[src/rtl/interconn_pkg.sv]
// Shared types and constants for the interconnect transfer scheduler.
package interconn_pkg;

  localparam int unsigned N              = 8;
  localparam int unsigned W              = 64;
  localparam int unsigned BADDR          = 15;
  localparam int unsigned CONFLICT_CNT_W = 32;
  localparam int unsigned PTR_W          = $clog2(N);

  typedef struct packed {
    logic [N-1:0]     to;
    logic [BADDR-1:0] addr;
    logic [W-1:0]     word;
  } xfer_t;

  // Round-robin successor of a requester index.
  function automatic logic [PTR_W-1:0] rr_succ(input logic [PTR_W-1:0] idx);
    return PTR_W'((32'(idx) + 1) % N);
  endfunction

endpackage

[src/rtl/interconn_sched_if.sv]
// Requester-side handshake and interconnect drive bundle for interconn_sched.
interface interconn_sched_if;
  import interconn_pkg::*;

  logic [N-1:0]                      req_valid;
  logic [N-1:0]                      req_ready;
  logic [N-1:0][N-1:0]               req_to;
  logic [N-1:0][BADDR-1:0]           req_addr;
  logic [N-1:0][W-1:0]               req_word;

  logic [N-1:0][N-1:0]               send_to;
  logic [N-1:0]                      send_en;
  logic [N-1:0][BADDR-1:0]           send_addr;
  logic [N-1:0][W-1:0]               send_word;

  logic [CONFLICT_CNT_W-1:0]         conflict_cnt;

  modport master (
    output req_valid, req_to, req_addr, req_word,
    input  req_ready, send_to, send_en, send_addr, send_word, conflict_cnt
  );

  modport slave (
    input  req_valid, req_to, req_addr, req_word,
    output req_ready, send_to, send_en, send_addr, send_word, conflict_cnt
  );
endinterface

[src/rtl/interconn_req_fifo.sv]
// Per-requester synchronous transfer queue; pointers carry one extra wrap bit
// so full and empty are distinguishable without a separate counter.
module interconn_req_fifo
  import interconn_pkg::*;
#(
  parameter int unsigned DEPTH = 4
) (
  input  logic  clk,
  input  logic  clr,
  input  logic  push,
  input  logic  pop,
  input  xfer_t din,
  output xfer_t dout,
  output logic  full,
  output logic  empty
);

  localparam int unsigned AW = $clog2(DEPTH);

  xfer_t         mem [DEPTH];
  logic [AW:0]   wr_ptr;
  logic [AW:0]   rd_ptr;

  assign empty = (wr_ptr == rd_ptr);
  assign full  = (wr_ptr[AW] != rd_ptr[AW]) && (wr_ptr[AW-1:0] == rd_ptr[AW-1:0]);
  assign dout  = mem[rd_ptr[AW-1:0]];

  // Pointer update; a full queue never accepts, even while it is popping.
  always_ff @(posedge clk) begin
    if (clr) begin
      wr_ptr <= '0;
      rd_ptr <= '0;
    end else begin
      if (push && !full) wr_ptr <= wr_ptr + 1'b1;
      if (pop && !empty) rd_ptr <= rd_ptr + 1'b1;
    end
  end

  // Storage write.
  always_ff @(posedge clk) begin
    if (!clr && push && !full) mem[wr_ptr[AW-1:0]] <= din;
  end

endmodule

[src/rtl/interconn_sched.sv]
// Transfer scheduler: per-requester queues, round-robin conflict-free
// arbitration over queue heads, registered drive into the interconnect.
module interconn_sched
  import interconn_pkg::*;
#(
  parameter int unsigned QDEPTH = 4
) (
  input  logic              clk,
  input  logic              clr,
  interconn_sched_if.slave  bus
);

  logic [N-1:0]              full;
  logic [N-1:0]              empty;
  logic [N-1:0]              push;
  logic [N-1:0]              grant;
  logic [N-1:0]              drop;
  xfer_t                     head [N];

  logic [PTR_W-1:0]          rr_ptr;
  logic [PTR_W-1:0]          first_idx;
  logic [PTR_W-1:0]          idx;
  logic [N-1:0]              taken;
  logic                      found;
  logic                      conflict;
  logic [CONFLICT_CNT_W-1:0] conflict_q;

  assign bus.req_ready    = ~full & {N{~clr}};
  assign push             = bus.req_valid & bus.req_ready;
  assign bus.conflict_cnt = conflict_q;

  for (genvar i = 0; i < N; i++) begin : g_q
    xfer_t din;
    assign din = '{to: bus.req_to[i], addr: bus.req_addr[i], word: bus.req_word[i]};

    interconn_req_fifo #(.DEPTH(QDEPTH)) u_fifo (
      .clk   (clk),
      .clr   (clr),
      .push  (push[i]),
      .pop   (grant[i] | drop[i]),
      .din   (din),
      .dout  (head[i]),
      .full  (full[i]),
      .empty (empty[i])
    );
  end

  // Greedy scan from rr_ptr: grant a head when its mask is disjoint from all
  // masks already granted; zero-mask heads are discarded without a grant.
  always_comb begin
    grant     = '0;
    drop      = '0;
    taken     = '0;
    found     = 1'b0;
    first_idx = rr_ptr;
    conflict  = 1'b0;
    idx       = '0;
    for (int unsigned k = 0; k < N; k++) begin
      idx = PTR_W'((32'(rr_ptr) + k) % N);
      if (!empty[idx]) begin
        if (head[idx].to == '0) begin
          drop[idx] = 1'b1;
        end else if ((head[idx].to & taken) == '0) begin
          grant[idx] = 1'b1;
          taken      = taken | head[idx].to;
          if (!found) begin
            found     = 1'b1;
            first_idx = idx;
          end
        end else begin
          conflict = 1'b1;
        end
      end
    end
  end

  // Round-robin pointer and saturating conflict counter.
  always_ff @(posedge clk) begin
    if (clr) begin
      rr_ptr     <= '0;
      conflict_q <= '0;
    end else begin
      if (found) rr_ptr <= rr_succ(first_idx);
      if (conflict && (conflict_q != '1)) conflict_q <= conflict_q + 1'b1;
    end
  end

  // Output registers: granted heads load, others hold fields with send_en low.
  always_ff @(posedge clk) begin
    if (clr) begin
      bus.send_en   <= '0;
      bus.send_to   <= '0;
      bus.send_addr <= '0;
      bus.send_word <= '0;
    end else begin
      bus.send_en <= grant;
      for (int unsigned k = 0; k < N; k++) begin
        if (grant[k]) begin
          bus.send_to[k]   <= head[k].to;
          bus.send_addr[k] <= head[k].addr;
          bus.send_word[k] <= head[k].word;
        end
      end
    end
  end

endmodule

[src/flat_wrapper.sv]
// flat-port wrapper written by rule: the top's interface ports become plain ports
module interconn_sched_flat import interconn_pkg::*;
#(
  parameter int unsigned QDEPTH = 4
)
  (clk, clr, bus_req_valid, bus_req_to, bus_req_addr, bus_req_word, bus_req_ready, bus_send_to, bus_send_en, bus_send_addr, bus_send_word, bus_conflict_cnt);
  interconn_sched_if bus_i ();
  input  logic clk;
  input  logic clr;
  input wire logic [$bits(bus_i.req_valid)-1:0] bus_req_valid;
  input wire logic [$bits(bus_i.req_to)-1:0] bus_req_to;
  input wire logic [$bits(bus_i.req_addr)-1:0] bus_req_addr;
  input wire logic [$bits(bus_i.req_word)-1:0] bus_req_word;
  output wire logic [$bits(bus_i.req_ready)-1:0] bus_req_ready;
  output wire logic [$bits(bus_i.send_to)-1:0] bus_send_to;
  output wire logic [$bits(bus_i.send_en)-1:0] bus_send_en;
  output wire logic [$bits(bus_i.send_addr)-1:0] bus_send_addr;
  output wire logic [$bits(bus_i.send_word)-1:0] bus_send_word;
  output wire logic [$bits(bus_i.conflict_cnt)-1:0] bus_conflict_cnt;
  assign bus_i.req_valid = bus_req_valid;
  assign bus_i.req_to = bus_req_to;
  assign bus_i.req_addr = bus_req_addr;
  assign bus_i.req_word = bus_req_word;
  assign bus_req_ready = bus_i.req_ready;
  assign bus_send_to = bus_i.send_to;
  assign bus_send_en = bus_i.send_en;
  assign bus_send_addr = bus_i.send_addr;
  assign bus_send_word = bus_i.send_word;
  assign bus_conflict_cnt = bus_i.conflict_cnt;
  interconn_sched #(.QDEPTH(QDEPTH)) u_core (.clk(clk), .clr(clr), .bus(bus_i));
endmodule
[config.mk]
export PLATFORM = sky130hd
export DESIGN_NAME = interconn_sched_flat
export DESIGN_NICKNAME = d
export VERILOG_FILES = /design/src/rtl/interconn_pkg.sv /design/src/rtl/interconn_sched_if.sv /design/src/rtl/interconn_req_fifo.sv /design/src/rtl/interconn_sched.sv /design/src/flat_wrapper.sv
export SDC_FILE = /design/constraint.sdc
export NUM_CORES = 2
export LEC_CHECK = 0
export ABC_CLOCK_PERIOD_IN_PS = 9000
export CORE_AREA = 5 5 569 571
export DETAILED_ROUTE_END_ITERATION = 12
export DIE_AREA = 0 0 574 576
export PLACE_DENSITY_LB_ADDON = 0.25
export SLEW_MARGIN = 20
export SYNTH_ARGS = -nofsm -noshare
export SYNTH_HDL_FRONTEND = slang
export SYNTH_SLANG_ARGS = --single-unit
[constraint.sdc]
create_clock -name clk -period 9 [get_ports clk]
set_clock_uncertainty 0.1 [all_clocks]
set_input_delay 2.25 -clock clk [delete_from_list [all_inputs] [get_ports clk]]
set_output_delay 2.25 -clock clk [all_outputs]
set_load 0.05 [all_outputs]
# Word-level counts from Yosys, hierarchy flattened
# Memories as Yosys holds them, arrays and structs flattened. A register that Yosys moved wholly into a read port is not among the register bits.
# Cells that the tools add are included.
[totals]
out_inout_bits = 744
regBits = 787
n_memories = 8
word_cells = 472
ramBits = 2784
[mem_list]
columns = ["memory", "words", "word_bits", "rd", "rd_clocked_by_memory_dff", "wr", "line", "rtl"]
rows = [
  ["u_core.g_q[0].u_fifo.mem", 4, 87, 1, 1, 1, "interconn_req_fifo.sv:20", "xfer_t mem [DEPTH];"],
  ["u_core.g_q[1].u_fifo.mem", 4, 87, 1, 1, 1, "interconn_req_fifo.sv:20", ""],
  ["u_core.g_q[2].u_fifo.mem", 4, 87, 1, 1, 1, "interconn_req_fifo.sv:20", ""],
  ["u_core.g_q[3].u_fifo.mem", 4, 87, 1, 1, 1, "interconn_req_fifo.sv:20", ""],
  ["u_core.g_q[4].u_fifo.mem", 4, 87, 1, 1, 1, "interconn_req_fifo.sv:20", ""],
  ["u_core.g_q[5].u_fifo.mem", 4, 87, 1, 1, 1, "interconn_req_fifo.sv:20", ""],
  ["+2 memories", "-", "-", "-", "-", "-", "-", ""],
]
[classes]
bitwise = 47
n_addsub = 25
order_cmp = 24
n_mux = 219
eq_ne = 25
reduce_logical = 81
[op_table]
columns = ["op", "n"]
rows = [
  ["87-bit binary-select mux with 3-bit select", 8],
  ["87-bit 2-to-1 mux", 16],
  ["8-bit 2-to-1 mux", 59],
  ["8-bit OR", 20],
  ["8-bit logical NOT", 15],
  ["3-bit 2-to-1 mux", 28],
  ["1-bit 2-to-1 mux", 76],
  ["8-bit AND", 9],
  ["3-bit by 1-bit adder with 3-bit output (second input constant)", 18],
  ["1-bit logical AND", 49],
  ["32-bit by 1-bit adder with 32-bit output (second input constant)", 1],
  ["4-bit greater-or-equal comparator (second input constant)", 8],
  ["3-bit by 4-bit < comparator with 1-bit output (second input constant)", 8],
  ["2-bit 2-to-1 mux", 16],
  ["32-bit inequality test (second input constant)", 1],
  ["3-bit inverter with 4-bit output", 8],
  ["1-bit binary-select mux with 3-bit select", 8],
  ["1-bit demux with 3-bit select", 8],
  ["3-bit equality test", 8],
  ["3-bit by 1-bit greater-or-equal comparator with 1-bit output (second input constant)", 8],
  ["1-bit logical NOT", 17],
  ["2-bit equality test", 8],
  ["3-bit adder (second input constant)", 4],
  ["1-bit inequality test", 8],
  ["other kinds (4)", 12],
]

# Depth between registers and ports, before layout
[logic_depth]
depth_word = 46
depth_mapped = 32
depth_no_buf = 22

# Hierarchy
# Synthesis repeated with hierarchy kept, for this count alone.
[hier_totals]
cells_unflattened = 7639
area_unflattened_um2 = 137971.1
[by_module_without_submodules]
columns = ["mod", "area_per_inst_um2", "cells_each", "instances", "seq_area_each_um2"]
rows = [
  ["interconn_req_fifo (u_core.g_q[0].u_fifo ...)", 13102.6, 523, 6, 10610.2],
  ["interconn_sched", 33114.3, 3454, 1, 14794.2],
  ["interconn_req_fifo (u_core.g_q[2].u_fifo)", 13122.6, 524, 1, 10610.2],
  ["interconn_req_fifo (u_core.g_q[4].u_fifo)", 13118.8, 523, 1, 10610.2],
]

# Worst setup path before layout
# No wires, ideal clock.
[synth_timing]
kind = "reg-to-reg"
startpoint = "register u_core.rr_ptr[0]"
endpoint = "register u_core.rr_ptr[2]"
path_buffers = 10
arrival_time_ns = 7.274
required_time_ns = 8.805
setup_ns = 0.095
path_slack_ns = 1.531
path_stages_with_launch = 33
cell_sequence = "dfxtp_1 -> buf_2 -> clkinv_1 -> buf_2 -> buf_2 -> buf_2 -> clkbuf_1 -> clkbuf_1 -> ha_1 -> inv_1 -> buf_2 -> buf_2 -> buf_1 -> mux2i_1 -> o22ai_1 -> nor2_1 -> o221ai_1 -> or3_1 -> a31oi_1 -> o211ai_2 -> o211ai_2 -> o21ai_4 -> or4_4 -> nand4b_4 -> buf_6 -> nor3_1 -> a211oi_1 -> xnor2_1 -> ha_1 -> xnor2_1 -> nor2_1 -> xnor2_1 -> a221oi_1"
[synth_via]
elab_chain_cells = 43
word_cells_on_any_way = 155
[synth_rtl]
columns = ["item", "line", "rtl"]
rows = [
  ["from (decl)", "interconn_sched.sv:20", "logic [PTR_W-1:0] rr_ptr;"],
  ["from (signal assigned)", "interconn_sched.sv:83", "if (found) rr_ptr <= rr_succ(first_idx);"],
  ["3-bit inverter with 4-bit output (implied by the code)", "interconn_sched.sv:61, interconn_sched.sv:65", ""],
  ["87-bit binary-select mux with 3-bit select", "interconn_sched.sv:61, interconn_sched.sv:65", ""],
  ["87-bit 2-to-1 mux (implied by the code) (2 in a row)", "interconn_sched.sv:61, interconn_sched.sv:65", ""],
  ["8-bit logical NOT", "interconn_sched.sv:61", "if (head[idx].to == '0) begin"],
  ["8-bit 2-to-1 mux", "interconn_sched.sv:61", ""],
  ["8-bit 2-to-1 mux", "interconn_sched.sv:60", "if (!empty[idx]) begin"],
  ["8-bit AND", "interconn_sched.sv:63", "end else if ((head[idx].to & taken) == '0) begin"],
  ["8-bit logical NOT", "interconn_sched.sv:63", ""],
  ["[... 26 more ...]", "-", ""],
  ["8-bit 2-to-1 mux", "interconn_sched.sv:61", ""],
  ["8-bit 2-to-1 mux", "interconn_sched.sv:60", ""],
  ["8-bit AND", "interconn_sched.sv:63", ""],
  ["8-bit logical NOT", "interconn_sched.sv:63", ""],
  ["3-bit 2-to-1 mux", "interconn_sched.sv:63", ""],
  ["3-bit 2-to-1 mux", "interconn_sched.sv:61", ""],
  ["3-bit 2-to-1 mux", "interconn_sched.sv:60", ""],
  ["3-bit by 1-bit adder with 3-bit output", "interconn_pkg.sv:18", "return PTR_W'((32'(idx) + 1) % N);"],
]
# Several ways; a longest one is shown, not always the timed one. The select of a mux whose other input is x is not followed.
# A chain may end at the register's enable or synchronous reset.

# Worst setup path in the final report
[layout_timing]
startpoint = "register u_core.rr_ptr[0]"
endpoint = "register u_core.bus.send_word[153]"
[layout_via]
elab_chain_cells = 42
word_cells_on_any_way = 173
[layout_rtl]
columns = ["item", "line", "rtl"]
rows = [
  ["3-bit inverter with 4-bit output (implied by the code)", "interconn_sched.sv:61, interconn_sched.sv:65", ""],
  ["87-bit binary-select mux with 3-bit select", "interconn_sched.sv:61, interconn_sched.sv:65", ""],
  ["87-bit 2-to-1 mux (implied by the code) (2 in a row)", "interconn_sched.sv:61, interconn_sched.sv:65", ""],
  ["8-bit logical NOT", "interconn_sched.sv:61", ""],
  ["8-bit 2-to-1 mux", "interconn_sched.sv:61", ""],
  ["8-bit 2-to-1 mux", "interconn_sched.sv:60", ""],
  ["8-bit AND", "interconn_sched.sv:63", ""],
  ["8-bit logical NOT", "interconn_sched.sv:63", ""],
  ["[... 25 more ...]", "-", ""],
  ["8-bit 2-to-1 mux", "interconn_sched.sv:63", ""],
  ["8-bit 2-to-1 mux", "interconn_sched.sv:61", ""],
  ["8-bit 2-to-1 mux", "interconn_sched.sv:60", ""],
  ["8-bit AND", "interconn_sched.sv:63", ""],
  ["8-bit logical NOT", "interconn_sched.sv:63", ""],
  ["8-bit 2-to-1 mux", "interconn_sched.sv:63", ""],
  ["8-bit 2-to-1 mux", "interconn_sched.sv:61", ""],
  ["8-bit 2-to-1 mux (*)", "interconn_sched.sv:60", ""],
  ["to (signal, indexed assignment)", "interconn_sched.sv:101", "bus.send_word[k] <= head[k].word;"],
  ["to (decl)", "interconn_sched_if.sv:25", "output req_ready, send_to, send_en, send_addr, send_word, conflict_cnt"],
]
# Mark *: on every way between the ends. The rest lies on a longest branch, timed or not. The select of a mux whose other input is x is not followed.

==> impl_metrics.toml <==
[run_status]
status = "complete, no violations"

[route]
ant_nets = 0
drt_iter0_drc = 6798
drc = 0
avgViaCountPerCell = 5.65
drtPass1Iterations = 8
wl_per_cell_um = 30.2
vias = 78560
drt_wl_total_um = 421000

[power_and_ir_drop]
p_clk_share_pct = 25.5
p_sw_mw = 23.1
internal_power_mw = 37.8
power_leakage_nw = 55.8
p_sw_share_pct = 37.9
power_density_nw_per_um2 = 359
power_mw = 61.0
power.share.combinational_pct = 41.6
ir_worst_vdd_mv = 0.592
seqPwrFrac_pct = 32.9

[final_layout]
fillCellCount = 24997
drive_above_1_share_pct = 17.0
syn2layout_area_growth_pct = 23.6
layout.nets = 10091
ff_latch_area_um2 = 99700
multi_input_area_um2 = 35900

[sta]
final-setup-viol-count = 0
maxSlewViolCount = 0
rsz0062_at_grt = "false"
tns_ns = 0
max_slew.worst_pin.slew_ns = 1.12
max_freq_ghz = 0.118
hold_viol_final = 0
final.period_utilization_pct = 94.3
holdWs_ns = 0.348
period_minus_slack_ns = 8.48
max_slew_margin_pct = 23.5

[logic_synthesis]
ys_types = 103
ys_ff_latch = 3587
syn_area_per_cell_um2 = 17.7
synth_edf_count = 2784
ys_warn_count = 0
synth_area_um2 = 137000
ys.flop_type = "edfxtp_1"
synth_top_area_share_pct = 60.8
netlist_instances = 7785
synth_top_cell_by_area = "edfxtp_1"
synth_nets = 8539
yosysMostFrequentCell = "edfxtp_1"
ys_seq_area_share_pct = 72.5
synth_common_cells = "2784 x edfxtp_1, 803 x dfxtp_1, 732 x mux4_2"
synth_area_leaders = "edfxtp_1 61%, mux4_2 12%, dfxtp_1 12%, mux2i_1 4.6%, nor2_1 1.8%"
async_reset_ff_share_pct = 0

[critical_path]
rrSetupSlack_ns = 0.52
cp-end-kind = "register"
worstSetupPathType = "register to register"
cp.required_ns = 9.64
critical_path_arrival_ns = 9.13
crit_path_max_fanout = 36
cp-startpoint = "u_core.rr_ptr[0]"
r2r-start = "u_core.rr_ptr[0]"
endpoint = "u_core.bus.send_word[153]"
start_kind = "register"
rr_endpoint = "u_core.bus.send_word[153]"
r2r_cells = 19

[floorplanning]
dieArea_um2 = 331000
die_w_um = 574
ioPinCount = 1450
initial_core_util_pct = 43.3
core_area_um2 = 317000
rows = 207
die_y_um = 576

[cts]
cts_tree = "yes"
cts_resized = 0
ctsHoldBuffers = 0
numCtsBuffers = 374
clk_pin_slew_ns = 0.06
htreeDepth = 5
clock_path_buffers = 4
cts_post_setup_buffers_inserted = 0
ctsRootBufferMaster = "clkbuf_16"
clkSinkCount = 3587
clk-insertion-delay-late_ns = 0.94

[global_route]
grt_pass1_wl_um = 593000
antenna_found_initial = 152
grt_max_degree = 154
grt_pass1_vias = 79165
grt_util_all_layers_pct = 24.7
grt-ovfl-total = 0

[place]
routabilityCongestion = 0.908
port-buffer-count = 1449
dpl.hpwl_um = 287000

[min_path]
hold_class = "register to register"

[flow_run]
cap_violations = 0
## worst min path at each step
| stage | start | to | slack (ns) | depth (start not counted) |
|---|---|---|---|---|
| after floorplan | u_core.g_q[0].u_fifo.rd_ptr[2] | u_core.g_q[0].u_fifo.rd_ptr[2] | 0.37 | 2 |
| after global placement | u_core.bus.send_word[323] | u_core.bus.send_word[323] | 0.34 | 2 |
| after detailed placement | u_core.bus.send_addr[83] | u_core.bus.send_addr[83] | 0.34 | 2 |
| after CTS | u_core.bus.send_word[326] | u_core.bus.send_word[326] | 0.35 | 2 |
| after global routing | u_core.bus.send_word[96] | u_core.bus.send_word[96] | 0.37 | 2 |
| final | u_core.bus.send_word[326] | u_core.bus.send_word[326] | 0.35 | 2 |
## layer usage
layer  routed length, um  GRT usage, %  vias up
met1              165000          31.4    40774
met5                 527             0        -
met3               38100          7.79      694
li1                    -             -    33919
met4               13900          7.77       88
met2              204000          40.5     3085
## final cells by class
| type | count | share of cell area, % |
|---|---|---|
| Sequential cell | 3587 | 58.7 |
| Multi-Input combinational cell | 3711 | 21.2 |
| Timing Repair Buffer | 1614 | 9.46 |
| Clock buffer | 508 | 6.07 |
| Tap cell | 4180 | 3.08 |
| Clock inverter | 196 | 1.33 |
| Inverter | 49 | 0.108 |
| Antenna cell | 63 | 0.0928 |
## per-stage QoR
stage / utilization (%) / cell area [um^2] / setup WS [ns] / cells
after floorplan: - / 137000 / 1.53 / 7785
after global placement: 49.5 / 157000 / 0.498 / 13139
after detailed placement: 49.5 / 157000 / 0.526 / 13139
after CTS: 53.5 / 170000 / 0.564 / 13843
after global routing: 53.5 / 170000 / 0.160 / 13874
final: 53.6 / 170000 / 0.516 / 13908
## worst max-delay path, cell delays in order (launching register included)
cell and delay [ns]:
dfxtp_4 0.64, inv_2 0.08, ha_2 0.97, inv_2 0.39, a222oi_1 0.83, a221oi_1 0.38, o21bai_1 0.34, o2111ai_2 0.24
o21ai_2 0.70, a21oi_1 0.29, nor2b_1 0.21, o21ai_0 0.45, nand4_1 0.28, nor2_1 0.83, a221oi_1 0.23, o211ai_1 0.27
buf_12 0.28, buf_12 0.28, mux2i_1 0.21, nor2_1 0.06
## sequential cells by signal, indices dropped and copies added (netlist names), named ones only
register and count:
u_core.g_q.u_fifo.mem 2784, u_core.bus.send_word 512, u_core.bus.send_addr 120, u_core.bus.send_to 64
u_core.bus.conflict_cnt 32, u_core.g_q.u_fifo.rd_ptr 24, u_core.g_q.u_fifo.wr_ptr 24, u_core.bus.send_en 8
u_core.rr_ptr 3
## power groups by stage
stage | sequential [mW] | combinational [mW] | clock, mW
floorplan | 22.1 | 15.4 | 0
global placement | 20.4 | 25.1 | 0
detailed placement | 20.4 | 25.2 | 0
CTS | 20.1 | 25.3 | 15.9
global route | 20.2 | 26.7 | 16.6
finish | 20.1 | 25.3 | 15.5
## logic make-up (layout without fill, tap and decap cells)
group | Yosys count | in the layout | synth area share [%]
xor gates and xnor gates | 52 | 52 | 0.337
adders and majority gates | 48 | 48 | 0.437
other | 0 | 63 | 0
DFF | 3587 | 3587 | 72.5
and+or+nand+nor | 1545 | 1545 | 4.92
AOI/OAI and AO/OA | 649 | 649 | 3.22
muxes | 1417 | 1417 | 17.0
buffers and inverters | 487 | 2367 | 1.56
## layout by cell type, fill, tap and decap left out, types with 63 or more instances in the layout
master              n
o22ai_1            93
mux2i_1           628
clkbuf_16         377
nand2_1           511
buf_4             139
dfxtp_1           785
diode_2            63
nor2_1            666
mux4_2            732
clkbuf_1           92
edfxtp_1         2784
clkdlybuf4s50_1  1448
a21oi_1           235
clkinv_2           70
(Power assumes the default switching activity.)
